## config.mk

```make
export PLATFORM = sky130hd
export DESIGN_NAME = oram_path_writer_flat
export DESIGN_NICKNAME = d
export VERILOG_FILES = /design/src/rtl/oram_path_writer_pkg.sv /design/src/rtl/oram_path_writer_if.sv /design/src/rtl/oram_path_writer_stash.sv /design/src/rtl/oram_path_writer.sv /design/src/flat_wrapper.sv
export SDC_FILE = /design/constraint.sdc
export NUM_CORES = 2
export LEC_CHECK = 0
export CORE_MARGIN = 5
export CORE_UTILIZATION = 30
export CTS_CLUSTER_DIAMETER = 60
export DETAILED_ROUTE_END_ITERATION = 8
export SYNTH_ARGS = -nofsm -noshare
export SYNTH_HDL_FRONTEND = slang
export SYNTH_SLANG_ARGS = --single-unit
```

## constraint.sdc

```tcl
create_clock -name clk -period 13.8 [get_ports clk]
set_clock_uncertainty 0.05 [all_clocks]
set_input_delay 2.76 -clock clk [delete_from_list [all_inputs] [get_ports clk]]
set_output_delay 2.76 -clock clk [all_outputs]
set_load 0.01 [all_outputs]
```

## src/rtl/oram_path_writer_pkg.sv

```systemverilog
`default_nettype none
// ============================================================================
//  Module      : oramPkg
//  Description : Shared Path ORAM geometry, tuple field offsets, writer FSM
//                state type and the path / placement helper functions.
//  Revision    : 1.0 - initial release
// ============================================================================
package oramPkg;

    localparam int D        = 6;                 // tree depth (levels 0..D-1)
    localparam int K        = 3;                 // tuples per bucket
    localparam int A        = 8;                 // bytes per block value
    localparam int S        = 8;                 // stash entries

    localparam int TUPLE_W  = 2*D + 8*A + 2;
    localparam int POS_W    = D - 1;
    localparam int LVL_W    = $clog2(D);
    localparam int IDX_W    = $clog2(S);
    localparam int CNT_W    = $clog2(S + 1);
    localparam int FILL_W   = $clog2(K + 1);
    localparam int ADDR_W   = D + 1;
    localparam int BUCKET_W = K * TUPLE_W;

    // Tuple field offsets, LSB first
    localparam int VALID_OFF     = 0;
    localparam int VAL_VALID_OFF = 1;
    localparam int VAL_OFF       = 2;
    localparam int BNUM_OFF      = VAL_OFF + 8*A;
    localparam int POS_VALID_OFF = BNUM_OFF + D;
    localparam int POS_OFF       = POS_VALID_OFF + 1;

    typedef logic [TUPLE_W-1:0] tuple_t;

    typedef enum logic [1:0] {
        ST_IDLE  = 2'd0,
        ST_SCAN  = 2'd1,
        ST_WRITE = 2'd2,
        ST_DONE  = 2'd3
    } wr_state_t;

    // Heap node reached from the root by following leaf bits LSB first
    function automatic logic [D-1:0] node_on_path(input logic [POS_W-1:0] leaf,
                                                  input logic [LVL_W-1:0] level);
        logic [D-1:0] node;
        node = D'(1);
        for (int i = 0; i < POS_W; i++) begin
            if (i < int'(level)) begin
                node = {node[D-2:0], leaf[i]};
            end
        end
        return node;
    endfunction

    // A tuple may live at `level` when its leaf shares the low `level` path bits
    function automatic logic eligible(input tuple_t                t,
                                      input logic [POS_W-1:0]  leaf,
                                      input logic [LVL_W-1:0]  level);
        logic [POS_W-1:0] diff;
        logic             ok;
        diff = t[POS_OFF +: POS_W] ^ leaf;
        ok   = t[POS_VALID_OFF];
        for (int i = 0; i < POS_W; i++) begin
            if (i < int'(level) && diff[i]) begin
                ok = 1'b0;
            end
        end
        if (level == '0) begin
            ok = 1'b1;
        end
        return t[VALID_OFF] && ok;
    endfunction

endpackage
`default_nettype wire

```

## src/rtl/oram_path_writer_if.sv

```systemverilog
`default_nettype none
// ============================================================================
//  Module      : oram_path_writer_if
//  Description : Stash load, eviction control and bucket write bus of the
//                path writer. The slave modport is the writer itself.
//  Revision    : 1.0 - initial release
// ============================================================================
interface oram_path_writer_if;
    import oramPkg::*;

    logic                in_valid;
    logic                in_ready;
    tuple_t              in_tuple;
    logic                start;
    logic [POS_W-1:0]    leaf;
    logic                busy;
    logic                done;
    logic                wr_valid;
    logic                wr_ready;
    logic [ADDR_W-1:0]   wr_addr;
    logic [BUCKET_W-1:0] wr_bucket;
    logic [CNT_W-1:0]    stash_count;

    modport master (
        output in_valid, in_tuple, start, leaf, wr_ready,
        input  in_ready, busy, done, wr_valid, wr_addr, wr_bucket, stash_count
    );

    modport slave (
        input  in_valid, in_tuple, start, leaf, wr_ready,
        output in_ready, busy, done, wr_valid, wr_addr, wr_bucket, stash_count
    );

endinterface
`default_nettype wire

```

## src/rtl/oram_path_writer_stash.sv

```systemverilog
`default_nettype none
// ============================================================================
//  Module      : oram_stash
//  Description : S-entry tuple stash. Inserts go to the lowest free entry,
//                reads and removals are by index; occupancy is derived from
//                the registered entry valid bits.
//  Revision    : 1.0 - initial release
// ============================================================================
module oram_stash
    import oramPkg::*;
(
    input  wire logic             clk,
    input  wire logic             rst,
    input  wire logic             ins_en,
    input  wire tuple_t           ins_tuple,
    input  wire logic [IDX_W-1:0] rd_idx,
    output tuple_t                rd_tuple,
    input  wire logic             rm_en,
    input  wire logic [IDX_W-1:0] rm_idx,
    output logic [CNT_W-1:0]      count,
    output logic                  full
);

    tuple_t entry_q [S];
    tuple_t entry_d [S];
    logic   placed;

    // Next entry contents: removal clears an entry, insert fills lowest free one
    always_comb begin
        entry_d = entry_q;
        placed  = 1'b0;
        if (rm_en) begin
            entry_d[rm_idx] = '0;
        end
        if (ins_en) begin
            for (int i = 0; i < S; i++) begin
                if (!placed && !entry_q[i][VALID_OFF]) begin
                    entry_d[i] = ins_tuple;
                    placed     = 1'b1;
                end
            end
        end
    end

    // Entry storage, cleared by reset
    always_ff @(posedge clk) begin
        for (int i = 0; i < S; i++) begin
            entry_q[i] <= rst ? '0 : entry_d[i];
        end
    end

    // Occupancy from registered valid bits, so it trails each change by a cycle
    always_comb begin
        count = '0;
        for (int i = 0; i < S; i++) begin
            count = count + CNT_W'(entry_q[i][VALID_OFF]);
        end
        full = (count == CNT_W'(S));
    end

    assign rd_tuple = entry_q[rd_idx];

endmodule
`default_nettype wire

```

## src/rtl/oram_path_writer.sv

```systemverilog
`default_nettype none
// ============================================================================
//  Module      : oram_path_writer
//  Description : Path ORAM write-back engine. Greedily packs stash tuples into
//                each bucket on the path to a target leaf, leaf bucket first,
//                root last. Define ORAM_EVICT_STATS_EN to add the evict_cnt and
//                stash_hwm statistics outputs.
//  Revision    : 1.0 - initial release
// ============================================================================
module oram_path_writer
    import oramPkg::*;
(
    input  wire logic           clk,
    input  wire logic           rst,
    oram_path_writer_if.slave   bus
`ifdef ORAM_EVICT_STATS_EN
    ,
    output logic [15:0]         evict_cnt,
    output logic [CNT_W-1:0]    stash_hwm
`endif
);

    wr_state_t             state_q,  state_d;
    logic [POS_W-1:0]      leaf_q,   leaf_d;
    logic [LVL_W-1:0]      level_q,  level_d;
    logic [IDX_W-1:0]      idx_q,    idx_d;
    logic [FILL_W-1:0]     fill_q,   fill_d;
    logic [BUCKET_W-1:0]   bucket_q, bucket_d;

    logic                  ins_en;
    logic                  rm_en;
    tuple_t                rd_tuple;
    logic [CNT_W-1:0]      count;
    logic                  full;

    oram_stash u_stash (
        .clk       (clk),
        .rst       (rst),
        .ins_en    (ins_en),
        .ins_tuple (bus.in_tuple),
        .rd_idx    (idx_q),
        .rd_tuple  (rd_tuple),
        .rm_en     (rm_en),
        .rm_idx    (idx_q),
        .count     (count),
        .full      (full)
    );

    // Loads only while idle; tuples marked invalid are accepted but not stored
    assign bus.in_ready = (state_q == ST_IDLE) && !full;
    assign ins_en       = bus.in_valid && bus.in_ready && bus.in_tuple[VALID_OFF];

    // Next-state: one stash entry per SCAN cycle, then hold the bucket write
    always_comb begin
        state_d  = state_q;
        leaf_d   = leaf_q;
        level_d  = level_q;
        idx_d    = idx_q;
        fill_d   = fill_q;
        bucket_d = bucket_q;
        rm_en    = 1'b0;
        case (state_q)
            ST_IDLE: begin
                if (bus.start) begin
                    leaf_d   = bus.leaf;
                    level_d  = LVL_W'(D - 1);
                    idx_d    = '0;
                    fill_d   = '0;
                    bucket_d = '0;
                    state_d  = ST_SCAN;
                end
            end
            ST_SCAN: begin
                if (fill_q < FILL_W'(K) && eligible(rd_tuple, leaf_q, level_q)) begin
                    bucket_d[int'(fill_q)*TUPLE_W +: TUPLE_W] = rd_tuple;
                    fill_d = fill_q + 1'b1;
                    rm_en  = 1'b1;
                end
                if (idx_q == IDX_W'(S - 1)) begin
                    state_d = ST_WRITE;
                end else begin
                    idx_d = idx_q + 1'b1;
                end
            end
            ST_WRITE: begin
                if (bus.wr_ready) begin
                    if (level_q != '0) begin
                        level_d  = level_q - 1'b1;
                        idx_d    = '0;
                        fill_d   = '0;
                        bucket_d = '0;
                        state_d  = ST_SCAN;
                    end else begin
                        state_d = ST_DONE;
                    end
                end
            end
            default: begin
                state_d = ST_IDLE;
            end
        endcase
    end

    // Control and bucket registers
    always_ff @(posedge clk) begin
        if (rst) begin
            state_q  <= ST_IDLE;
            leaf_q   <= '0;
            level_q  <= '0;
            idx_q    <= '0;
            fill_q   <= '0;
            bucket_q <= '0;
        end else begin
            state_q  <= state_d;
            leaf_q   <= leaf_d;
            level_q  <= level_d;
            idx_q    <= idx_d;
            fill_q   <= fill_d;
            bucket_q <= bucket_d;
        end
    end

    // Write port is gated by state so address and data read zero when idle
    assign bus.wr_valid    = (state_q == ST_WRITE);
    assign bus.wr_addr     = bus.wr_valid ? (ADDR_W'(node_on_path(leaf_q, level_q)) - ADDR_W'(1))
                                          : '0;
    assign bus.wr_bucket   = bus.wr_valid ? bucket_q : '0;
    assign bus.busy        = (state_q != ST_IDLE);
    assign bus.done        = (state_q == ST_DONE);
    assign bus.stash_count = count;

`ifdef ORAM_EVICT_STATS_EN
    logic [15:0]      evict_cnt_q, evict_cnt_d;
    logic [CNT_W-1:0] stash_hwm_q, stash_hwm_d;

    // Completed-eviction counter and stash occupancy high-water mark
    always_comb begin
        evict_cnt_d = evict_cnt_q + 16'(state_q == ST_DONE);
        stash_hwm_d = (count > stash_hwm_q) ? count : stash_hwm_q;
    end

    // Statistics registers
    always_ff @(posedge clk) begin
        if (rst) begin
            evict_cnt_q <= '0;
            stash_hwm_q <= '0;
        end else begin
            evict_cnt_q <= evict_cnt_d;
            stash_hwm_q <= stash_hwm_d;
        end
    end

    assign evict_cnt = evict_cnt_q;
    assign stash_hwm = stash_hwm_q;
`endif

endmodule
`default_nettype wire

```

## src/flat_wrapper.sv

```systemverilog
// flat-port wrapper written by rule: the top's interface ports become plain ports
module oram_path_writer_flat import oramPkg::*;
  (clk, rst, bus_in_valid, bus_in_tuple, bus_start, bus_leaf, bus_wr_ready, bus_in_ready, bus_busy, bus_done, bus_wr_valid, bus_wr_addr, bus_wr_bucket, bus_stash_count);
  oram_path_writer_if bus_i ();
  input  wire logic clk;
  input  wire logic rst;
  input wire logic [$bits(bus_i.in_valid)-1:0] bus_in_valid;
  input wire logic [$bits(bus_i.in_tuple)-1:0] bus_in_tuple;
  input wire logic [$bits(bus_i.start)-1:0] bus_start;
  input wire logic [$bits(bus_i.leaf)-1:0] bus_leaf;
  input wire logic [$bits(bus_i.wr_ready)-1:0] bus_wr_ready;
  output wire logic [$bits(bus_i.in_ready)-1:0] bus_in_ready;
  output wire logic [$bits(bus_i.busy)-1:0] bus_busy;
  output wire logic [$bits(bus_i.done)-1:0] bus_done;
  output wire logic [$bits(bus_i.wr_valid)-1:0] bus_wr_valid;
  output wire logic [$bits(bus_i.wr_addr)-1:0] bus_wr_addr;
  output wire logic [$bits(bus_i.wr_bucket)-1:0] bus_wr_bucket;
  output wire logic [$bits(bus_i.stash_count)-1:0] bus_stash_count;
  assign bus_i.in_valid = bus_in_valid;
  assign bus_i.in_tuple = bus_in_tuple;
  assign bus_i.start = bus_start;
  assign bus_i.leaf = bus_leaf;
  assign bus_i.wr_ready = bus_wr_ready;
  assign bus_in_ready = bus_i.in_ready;
  assign bus_busy = bus_i.busy;
  assign bus_done = bus_i.done;
  assign bus_wr_valid = bus_i.wr_valid;
  assign bus_wr_addr = bus_i.wr_addr;
  assign bus_wr_bucket = bus_i.wr_bucket;
  assign bus_stash_count = bus_i.stash_count;
  oram_path_writer u_core (.clk(clk), .rst(rst), .bus(bus_i));
endmodule
```

==> results.ini <==
[logic_synthesis]
syn_inst = 4823
synth_warnings = 0
avgSynthCellArea_sq_um = 9.27
synth.net_count = 4931
synth_edf_count = 0
ys_ff_latch = 873
syn_area_sq_um = 44700
synth_area_leader_cell = dfxtp_1
synth.distinct_cells = 96
synth_top_area_share = 0.391
yosysSeqAreaShare = 0.391
ys.flop_type = dfxtp_1
async_flop_share = 0
post_synth_main_area_contributors = dfxtp_1 39%, a22o_1 9.4%, mux4_2 7.2%

[placed_design]
place_area_sq_um = 49600
post-place-ws_ns = 7.09
port_buffers = 336
hpwlAfterDp_um = 152000
gp_congestion = 1.04

[die]
initial_core_util = 0.302
rows = 141
die_h_um = 396
die_w_um = 396
fp.dieArea_sq_um = 157000
fp.coreArea_sq_um = 148000
ios = 337

[status]
status = finished, final reports clean

[setup_path]
endpoint_kind = primary output
reg2reg_slack_ns = 7.12
cpPeakStageDelay_ns = 0.62
crit_path_end = bus_in_ready
startpoint_type = flip-flop
critPathLaunch = u_core.u_stash.entry_q[78]
crit_buf_inv = 3
worstSetupPathType = reg2out
cp.arrival_ns = 4.63
r2r_start = u_core.u_stash.entry_q[78]
worstPathRequired_ns = 10.99
worst_path_max_delay_cell = clkdlybuf4s50_1
reg2reg_depth = 16
cp.depth = 10
worstPathCellList = fa_1 -> inv_1 -> fa_1 -> fa_1 -> inv_1 -> ha_1 -> fa_1 -> nor2_1 -> a41oi_1 -> clkdlybuf4s50_1
critPathTopFamily = adder cells
cp_common_cell = fa_1
timing.rr.end = u_core.u_stash.entry_q[33]
crit_fanout = 5

[global_route]
overflow = 0
use_met2 = 0.408
busiest_layer = met2
grt_util_met3 = 0.0601
grtUsageTotal = 0.268
grt_start_max_net_pins = 168
antenna_found_initial = 27
grt_pass1_wl_um = 311000
grt_pass1_vias = 40200
globalRouteMet1Util = 0.350

[clock_network]
cts_buffers = 100
cts_hold_buf = 0
cts_root_buffer = clkbuf_16
cts_resized = 0
ctsHtreeMaxLevel = 3
insertion_delay_ns = 0.72
cts.clk_slew.worst_paths_ns = 0.06
cts_tree = done
cts_num_sinks = 873
clk_path_buf_depth = 3
post-cts-setup-buffer-count = 0

[cells_and_area]
fin_nets = 5005
drive_above_1_share = 0.118
fin_area_sq_um = 53000
fin_util = 0.358
area.growth.synth_to_final_pct = 18.5

[detailed_routing]
wire_per_inst_um = 32.0
drcViolationCount = 0
via_per_inst = 6.17
routed_wl_um = 221000
vias = 42700
dr.pass1.iters = 7
drtIter0Drc = 4879
drt.antenna.violating_nets = 0

[timing]
hold_viol_final = 0
slew_headroom = 0.0636
max_slew.worst_pin.slew_ns = 1.40
setup_viol = 0
rsz0062_at_grt = no
fmax_mhz = 134
slew_violations = 0
fin_crit_ns = 7.44
period_share = 0.539
finalSetupTns_ns = 0
postLayoutSetupSlackWorst_ns = 6.36

[power]
leakage_nw = 18.1
cellPowerDensity_nw_per_um2 = 110
peakVddDrop_mv = 0.0949

[hold_path]
hold_class = reg2reg
hp-start = u_core.bucket_q[109]

[run]
maxCapViolCount = 0

flip-flops by register name (all words and copies together) (netlist names):
name and flops:
u_core.fill_q 2, u_core.idx_q 3, u_core.state_q 2, u_core.bucket_q 234, u_core.level_q 3, u_core.u_stash.entry_q 624
u_core.leaf_q 5
synthesized netlist by cell type (7+ instances only):
| cell type | count |
|---|---|
| a211o_1 | 20 |
| a211oi_1 | 40 |
| a21o_1 | 20 |
| a21oi_1 | 401 |
| a221o_1 | 12 |
| a221oi_1 | 20 |
| a22o_1 | 481 |
| a22oi_1 | 43 |
| a2bb2oi_1 | 14 |
| a31oi_1 | 23 |
| a32o_1 | 12 |
| a32oi_1 | 21 |
| and2_1 | 253 |
| and3_1 | 22 |
| buf_1 | 44 |
| buf_2 | 48 |
| buf_4 | 21 |
| buf_6 | 15 |
| clkbuf_1 | 368 |
| dfxtp_1 | 873 |
| ha_1 | 16 |
| inv_1 | 36 |
| mux2_2 | 54 |
| mux2i_1 | 101 |
| mux4_2 | 142 |
| nand2_1 | 441 |
| nand2b_1 | 27 |
| nand3_1 | 52 |
| nand4_1 | 11 |
| nor2_1 | 222 |
| nor2b_1 | 91 |
| nor3_1 | 59 |
| nor3b_1 | 8 |
| nor4_1 | 8 |
| o211ai_1 | 263 |
| o21a_1 | 15 |
| o21ai_0 | 132 |
| o221ai_1 | 18 |
| o22ai_1 | 67 |
| o2bb2ai_1 | 110 |
| o31ai_1 | 18 |
| o32ai_1 | 7 |
| or2_2 | 9 |
| or3_1 | 13 |
layout make-up:
class	count	area [sq um]
Sequential cell	873	17500
Inverter	42	165
Tap cell	1930	2410
Clock buffer	138	2890
Fill cell	14900	94900
Timing Repair Buffer	474	4440
Clock inverter	42	480
Antenna cell	11	27.5
Multi-Input combinational cell	3406	25100
cell families (layout without fill, tap and decap cells):
kind of cell / Yosys count / in the layout / share of synthesized area
other: 0 / 11 / 0
muxes: 309 / 309 / 0.113
and+or+nand+nor: 1242 / 1242 / 0.135
DFF: 873 / 873 / 0.391
buffers and inverters: 544 / 696 / 0.0529
xor gates and xnor gates: 7 / 7 / 0.00137
adders and majority gates: 21 / 21 / 0.00649
AOI/OAI and AO/OA: 1827 / 1827 / 0.300
worst reg2reg max path, stage by stage, from the launching register on:
cell and delay (ns):
dfxtp_1 0.46, fa_1 0.45, inv_1 0.09, fa_1 0.44, fa_1 0.52, inv_1 0.07, ha_1 0.22, fa_1 0.53
nor2_1 0.13, a41oi_1 0.23, and3_1 0.41, nand4_1 0.41, nor2_1 0.13, and4b_4 0.33, a311oi_4 0.93, buf_4 0.88
a22o_1 0.32
worst min-delay path by stage:
stage	endpoint	depth (start not counted)
global route	u_core.bucket_q[218]	1
finish	u_core.bucket_q[109]	1
CTS	u_core.bucket_q[109]	1
floorplan	u_core.bucket_q[128]	1
detailed placement	u_core.bucket_q[109]	1
global placement	u_core.bucket_q[109]	1
power breakdown:
part / leakage, nW / total, mW / internal, mW / switching [mW]
registers: 7.04 / 2.55 / 2.54 / 0.0186
logic: 9.40 / 0.567 / 0.156 / 0.411
clock network: 1.65 / 2.72 / 1.57 / 1.15
layout by cell type (no fill, tap or decap), drive strengths merged, types with 43 or more instances in the layout:
cell / count
o21ai: 137
and2: 255
nor3: 59
a21oi: 403
clkdlybuf4s50: 335
mux4: 147
inv: 51
nor2: 222
nand2: 442
dfxtp: 873
a22o: 481
nand3: 52
clkbuf: 138
mux2: 55
o211ai: 263
o22ai: 67
a22oi: 43
nor2b: 91
o2bb2ai: 110
buf: 139
mux2i: 107
layer usage:
layer / vias to the layer above / wire length (um)
met2: 2449 / 96200
met5: - / 173
met4: 26 / 14100
li1: 18400 / -
met3: 552 / 20900
met1: 21200 / 89600
metrics by stage:
stage,total power [mW],hold WS (ns),instances
finish,5.84,0.396,6916
global route,5.98,0.420,6906
CTS,5.86,0.402,6905
detailed placement,3.15,0.388,6725
global placement,3.15,0.385,6725
floorplan,2.91,0.368,4823
(Power assumes the default switching activity.)
